==> config.mk <==
export PLATFORM = sky130hd
export DESIGN_NAME = reg_wr_sched
export DESIGN_NICKNAME = d
export VERILOG_FILES = /design/src/rtl/reg_wr_sched.sv
export SDC_FILE = /design/constraint.sdc
export NUM_CORES = 1
export LEC_CHECK = 0
export CORE_MARGIN = 2
export CORE_UTILIZATION = 25
export DETAILED_ROUTE_END_ITERATION = 8
export PLACE_DENSITY_LB_ADDON = 0.3
export SYNTH_ARGS = -nofsm -noshare
export SYNTH_HDL_FRONTEND = slang
export SYNTH_SLANG_ARGS = --single-unit
==> constraint.sdc <==
create_clock -name clk -period 3.8 [get_ports clk]
set_input_delay 1.14 -clock clk [delete_from_list [all_inputs] [get_ports clk]]
set_output_delay 1.14 -clock clk [all_outputs]
set_load 0.005 [all_outputs]
==> src/rtl/reg_wr_sched.sv <==
`default_nettype none
// ============================================================================
// Module   : reg_wr_sched
// Brief    : Write-port scheduler for a 2**PW x 8 register file. Arbitrates
//            ALU writeback (A) and load return (B) round-robin, and runs a
//            sequential zeroing pass on reset or on command.
// Revision : 1.0 - initial release
// ============================================================================
module reg_wr_sched #(
    parameter int PW = 4
) (
    input  logic          clk,
    input  logic          reset,
    input  logic          clr_start,
    input  logic          a_valid,
    input  logic [PW:0]   a_addr,
    input  logic [7:0]    a_data,
    output logic          a_ready,
    input  logic          b_valid,
    input  logic [PW:0]   b_addr,
    input  logic [7:0]    b_data,
    output logic          b_ready,
    output logic          wr_en,
    output logic [PW:0]   wr_addr,
    output logic [7:0]    wr_data,
    output logic          busy,
    output logic          oob_err
);

    typedef enum logic [0:0] {
        CLR = 1'b0,
        ARB = 1'b1
    } state_t;

    localparam logic          WIN_A   = 1'b0;
    localparam logic          WIN_B   = 1'b1;
    localparam logic [PW-1:0] CNT_MAX = '1;

    state_t        state;
    state_t        state_nx;
    logic [PW-1:0] cnt;
    logic          last_win;
    logic          conflict;
    logic          accept;
    logic [PW:0]   acc_addr;
    logic [7:0]    acc_data;

    // Next-state and grant logic; ready only ever asserts for one side.
    always_comb begin
        state_nx = state;
        a_ready  = 1'b0;
        b_ready  = 1'b0;
        conflict = 1'b0;
        case (state)
            CLR: begin
                if (cnt == CNT_MAX) begin
                    state_nx = ARB;
                end
            end
            ARB: begin
                if (clr_start) begin
                    state_nx = CLR;
                end else if (a_valid && b_valid) begin
                    conflict = 1'b1;
                    if (last_win == WIN_B) begin
                        a_ready = 1'b1;
                    end else begin
                        b_ready = 1'b1;
                    end
                end else begin
                    a_ready = a_valid;
                    b_ready = b_valid;
                end
            end
            default: begin
                state_nx = CLR;
            end
        endcase
    end

    assign accept   = a_ready | b_ready;
    assign acc_addr = a_ready ? a_addr : b_addr;
    assign acc_data = a_ready ? a_data : b_data;
    assign busy     = (state == CLR);

    always_ff @(posedge clk or posedge reset) begin
        if (reset) begin
            state <= CLR;
        end else begin
            state <= state_nx;
        end
    end

    always_ff @(posedge clk or posedge reset) begin
        if (reset) begin
            cnt      <= '0;
            last_win <= WIN_B;
            wr_en    <= 1'b0;
            wr_addr  <= '0;
            wr_data  <= 8'h00;
            oob_err  <= 1'b0;
        end else if (state == CLR) begin
            // Counter wraps to zero on the final step, ready for the next pass.
            wr_en   <= 1'b1;
            wr_addr <= {1'b0, cnt};
            wr_data <= 8'h00;
            cnt     <= cnt + 1'b1;
        end else if (clr_start) begin
            wr_en <= 1'b0;
            cnt   <= '0;
        end else if (accept) begin
            wr_en   <= ~acc_addr[PW];
            wr_addr <= acc_addr;
            wr_data <= acc_data;
            if (acc_addr[PW]) begin
                oob_err <= 1'b1;
            end
            if (conflict) begin
                last_win <= a_ready ? WIN_A : WIN_B;
            end
        end else begin
            wr_en <= 1'b0;
        end
    end

endmodule
`default_nettype wire

==> run_results.csv <==
group,metric,value,unit
run_status,status,"completed",
place,dp_slack,0.1211,ns
layout,nFillCells,409,
die,start_util,26.15,%
clocking,h-tree-depth,1,
flow_run,maxCapViolCount,0,
synth,seq_area_frac_synth,50.00,%
timing,hold_viol_final,0,
drt,via_per_inst,4.710,
timing,min_period_over_period,96.51,%
critical_path,crit_arrival,2.53,ns
power,finalPower,0.8133,mW
clocking,cts_buffers,3,
layout,nets,183,
global_routing,grt_pass1_wl,4347,um
drt,drtAntennaViolNets,0,
power,power_density,497.3,nW/um2
drt,drt_iter0_markers,15,
timing,rsz0062_at_grt,"no",
place,dp_hpwl,2015,um
synth,synth.top_cell.area_share,47.51,%
place,dp.cells,196,
timing,clock-skew-final,0.006391,ns
synth,synth.area.top_cells,"dfrtp_1 48%, mux2i_1 11%, nand3_1 6.2%, o21ai_1 4.8%, dfstp_2 2.5%",
layout,seq_area,526.8,um2
min_path,worstHoldPathCells,1,
place,place_area,1590,um2
timing,finalSetupTns,0,ns
power,ir_drop,0.1887,mV
clocking,cts_tree,"yes",
drt,totalWireLength,2618,um
timing,setup_ws,0.1324,ns
drt,num_vias,942,
drt,wl_per_cell,13.09,um
place,io_buffers,48,
critical_path,start_kind,"input pin",
critical_path,crit_fanout,5,
clocking,root_buffer,"clkbuf_8",
global_routing,grt_max_degree,25,
die,coreArea,4029,um2
synth,ys_ff_latch,21,
drt,drc,0,
synth,netlist_area,1054,um2
timing,fmax,272.7,MHz
clocking,clk_pin_slew,0.08,ns
layout,multi_input_area,471.7,um2
critical_path,worstRegToRegCells,4,
global_routing,grt_pass1_vias,977,
timing,worst_slew_pin_slew,0.9296,ns
critical_path,critical_path_class,"in2out",
synth,yosysWarnings,0,
layout,postLayoutCoreUtil,40.59,%
critical_path,worstPathRequired,2.66,ns
critical_path,critPathCaptureType,"primary output",
timing,setup_viol_count_final,0,
synth,synth_edf_count,0,
timing,slew_headroom,38.02,%
global_routing,grt_antenna_before_repair,0,
synth,syn_nets,132,
clocking,cts.path.max_buffers,2,
synth,ys_types,30,
layout,insertedDiodeCount,0,
synth,avgSynthCellArea,10.54,um2
clocking,clock_sinks,21,
layout,drive_gt1_share,8.667,%
drt,dr.pass1.iters,3,
clocking,postCtsSetupBuffers,0,
die,die_w,68.92,um
timing,period_minus_slack,3.668,ns
place,place.gp.congestion,0.7200,
die,die-height,68.92,um
clocking,hold_buffers,0,
timing,drv_slew,0,
timing,whs,0.4839,ns
synth,yosysMostFrequentCell,"dfrtp_1",
layout,syn_to_final_growth,55.23,%
die,fp-row-count,23,
die,pin_count,49,
layout,postLayoutCellArea,1635,um2
power,leakage,0.7030,nW
clocking,clk_latency,0.26,ns
synth,yosysTopAreaCell,"dfrtp_1",
global_routing,grt_overflow,0,
layout,instances_no_fill,200,
synth,netlist_top_cells_count,"20 x dfrtp_1, 13 x nand3_1, 12 x mux2i_1",
global_routing,grt_util_all_layers,12.53,%
synth,ys_async_sr_fraction,100.0,%
die,fp.dieArea,4749,um2
synth,synthCells,100,
clocking,cts_resized,0,
synth,ys.flop_type,"dfrtp_1",
min_path,worstHoldPathType,"reg2reg",
[logic make-up after synthesis]
group	count (synthesis)	synth area share [%]
and+or+nand+nor	26	13.54
AOI/OAI and AO/OA	25	14.49
DFF	21	50.00
muxes	14	13.90
xor gates and xnor gates	2	1.663
adders and majority gates	1	1.187
buffers and inverters	11	5.226
[layout by cell type (no fill, tap or decap)]
cell type / count
nand2b_2: 1
o31ai_1: 1
o21ai_2: 1
dfstp_2: 1
nand3_1: 13
o22ai_1: 2
mux2_1: 1
xnor2_1: 2
nand2b_1: 1
o21bai_1: 2
o221a_1: 1
ha_1: 1
nor2_1: 3
o21ai_1: 10
nand3b_2: 1
clkbuf_8: 3
clkdlybuf4s50_1: 48
o221ai_1: 2
nand3b_1: 2
clkbuf_1: 1
nand2_2: 1
mux2_4: 1
inv_1: 5
mux2i_1: 12
a21oi_1: 2
and2b_1: 1
o21ai_0: 4
buf_4: 4
dfrtp_1: 20
nand2_1: 3
[layer usage]
metal / wire length [um] / vias to the layer above / GRT usage (%)
met5: 0 / - / 0
met4: 25 / 0 / 4.412
met3: 204 / 4 / 3.896
met2: 1328 / 31 / 22.60
met1: 1059 / 451 / 13.79
li1: - / 456 / -
[worst max-delay path: stages]
cell,delay [ns]
clkdlybuf4s50_1,0.51
nand2b_2,0.14
nand2_2,0.07
nor2_1,0.13
clkdlybuf4s50_1,0.53
[registers in the layout, indices dropped and copies added (netlist names)]
name / count
wr_addr: 5
oob_err: 1
wr_en: 1
last_win: 1
wr_data: 8
state: 1
cnt: 4
[path summary, 6_finish.rpt]
check	startpoint	endpoint	slack [ns]
max	b_valid	a_ready	0.13
min	oob_err	oob_err	0.48
max reg2reg	state	wr_addr[3]	2.04
min reg2reg	oob_err	oob_err	0.48
max in group asynchronous	reset	cnt[2]	1.97
min in group asynchronous	reset	wr_data[5]	1.33
[area by class of cell]
| class | instances | area share [%] |
|---|---|---|
| flip-flops and latches | 21 | 32.21 |
| repair buffers | 52 | 31.22 |
| multi-input cells | 68 | 28.84 |
| well taps | 50 | 3.826 |
| clock buffers | 4 | 2.754 |
| inverters | 5 | 1.148 |
[power breakdown]
part           leakage (nW)  switching [mW]  internal (mW)  total [mW]
registers             0.266          0.0582          0.295       0.354
logic                 0.414           0.127          0.188       0.315
clock network        0.0228          0.0705         0.0746       0.145
total                 0.703           0.256          0.558       0.813
Note: power is estimated with default switching activity, not from simulation.
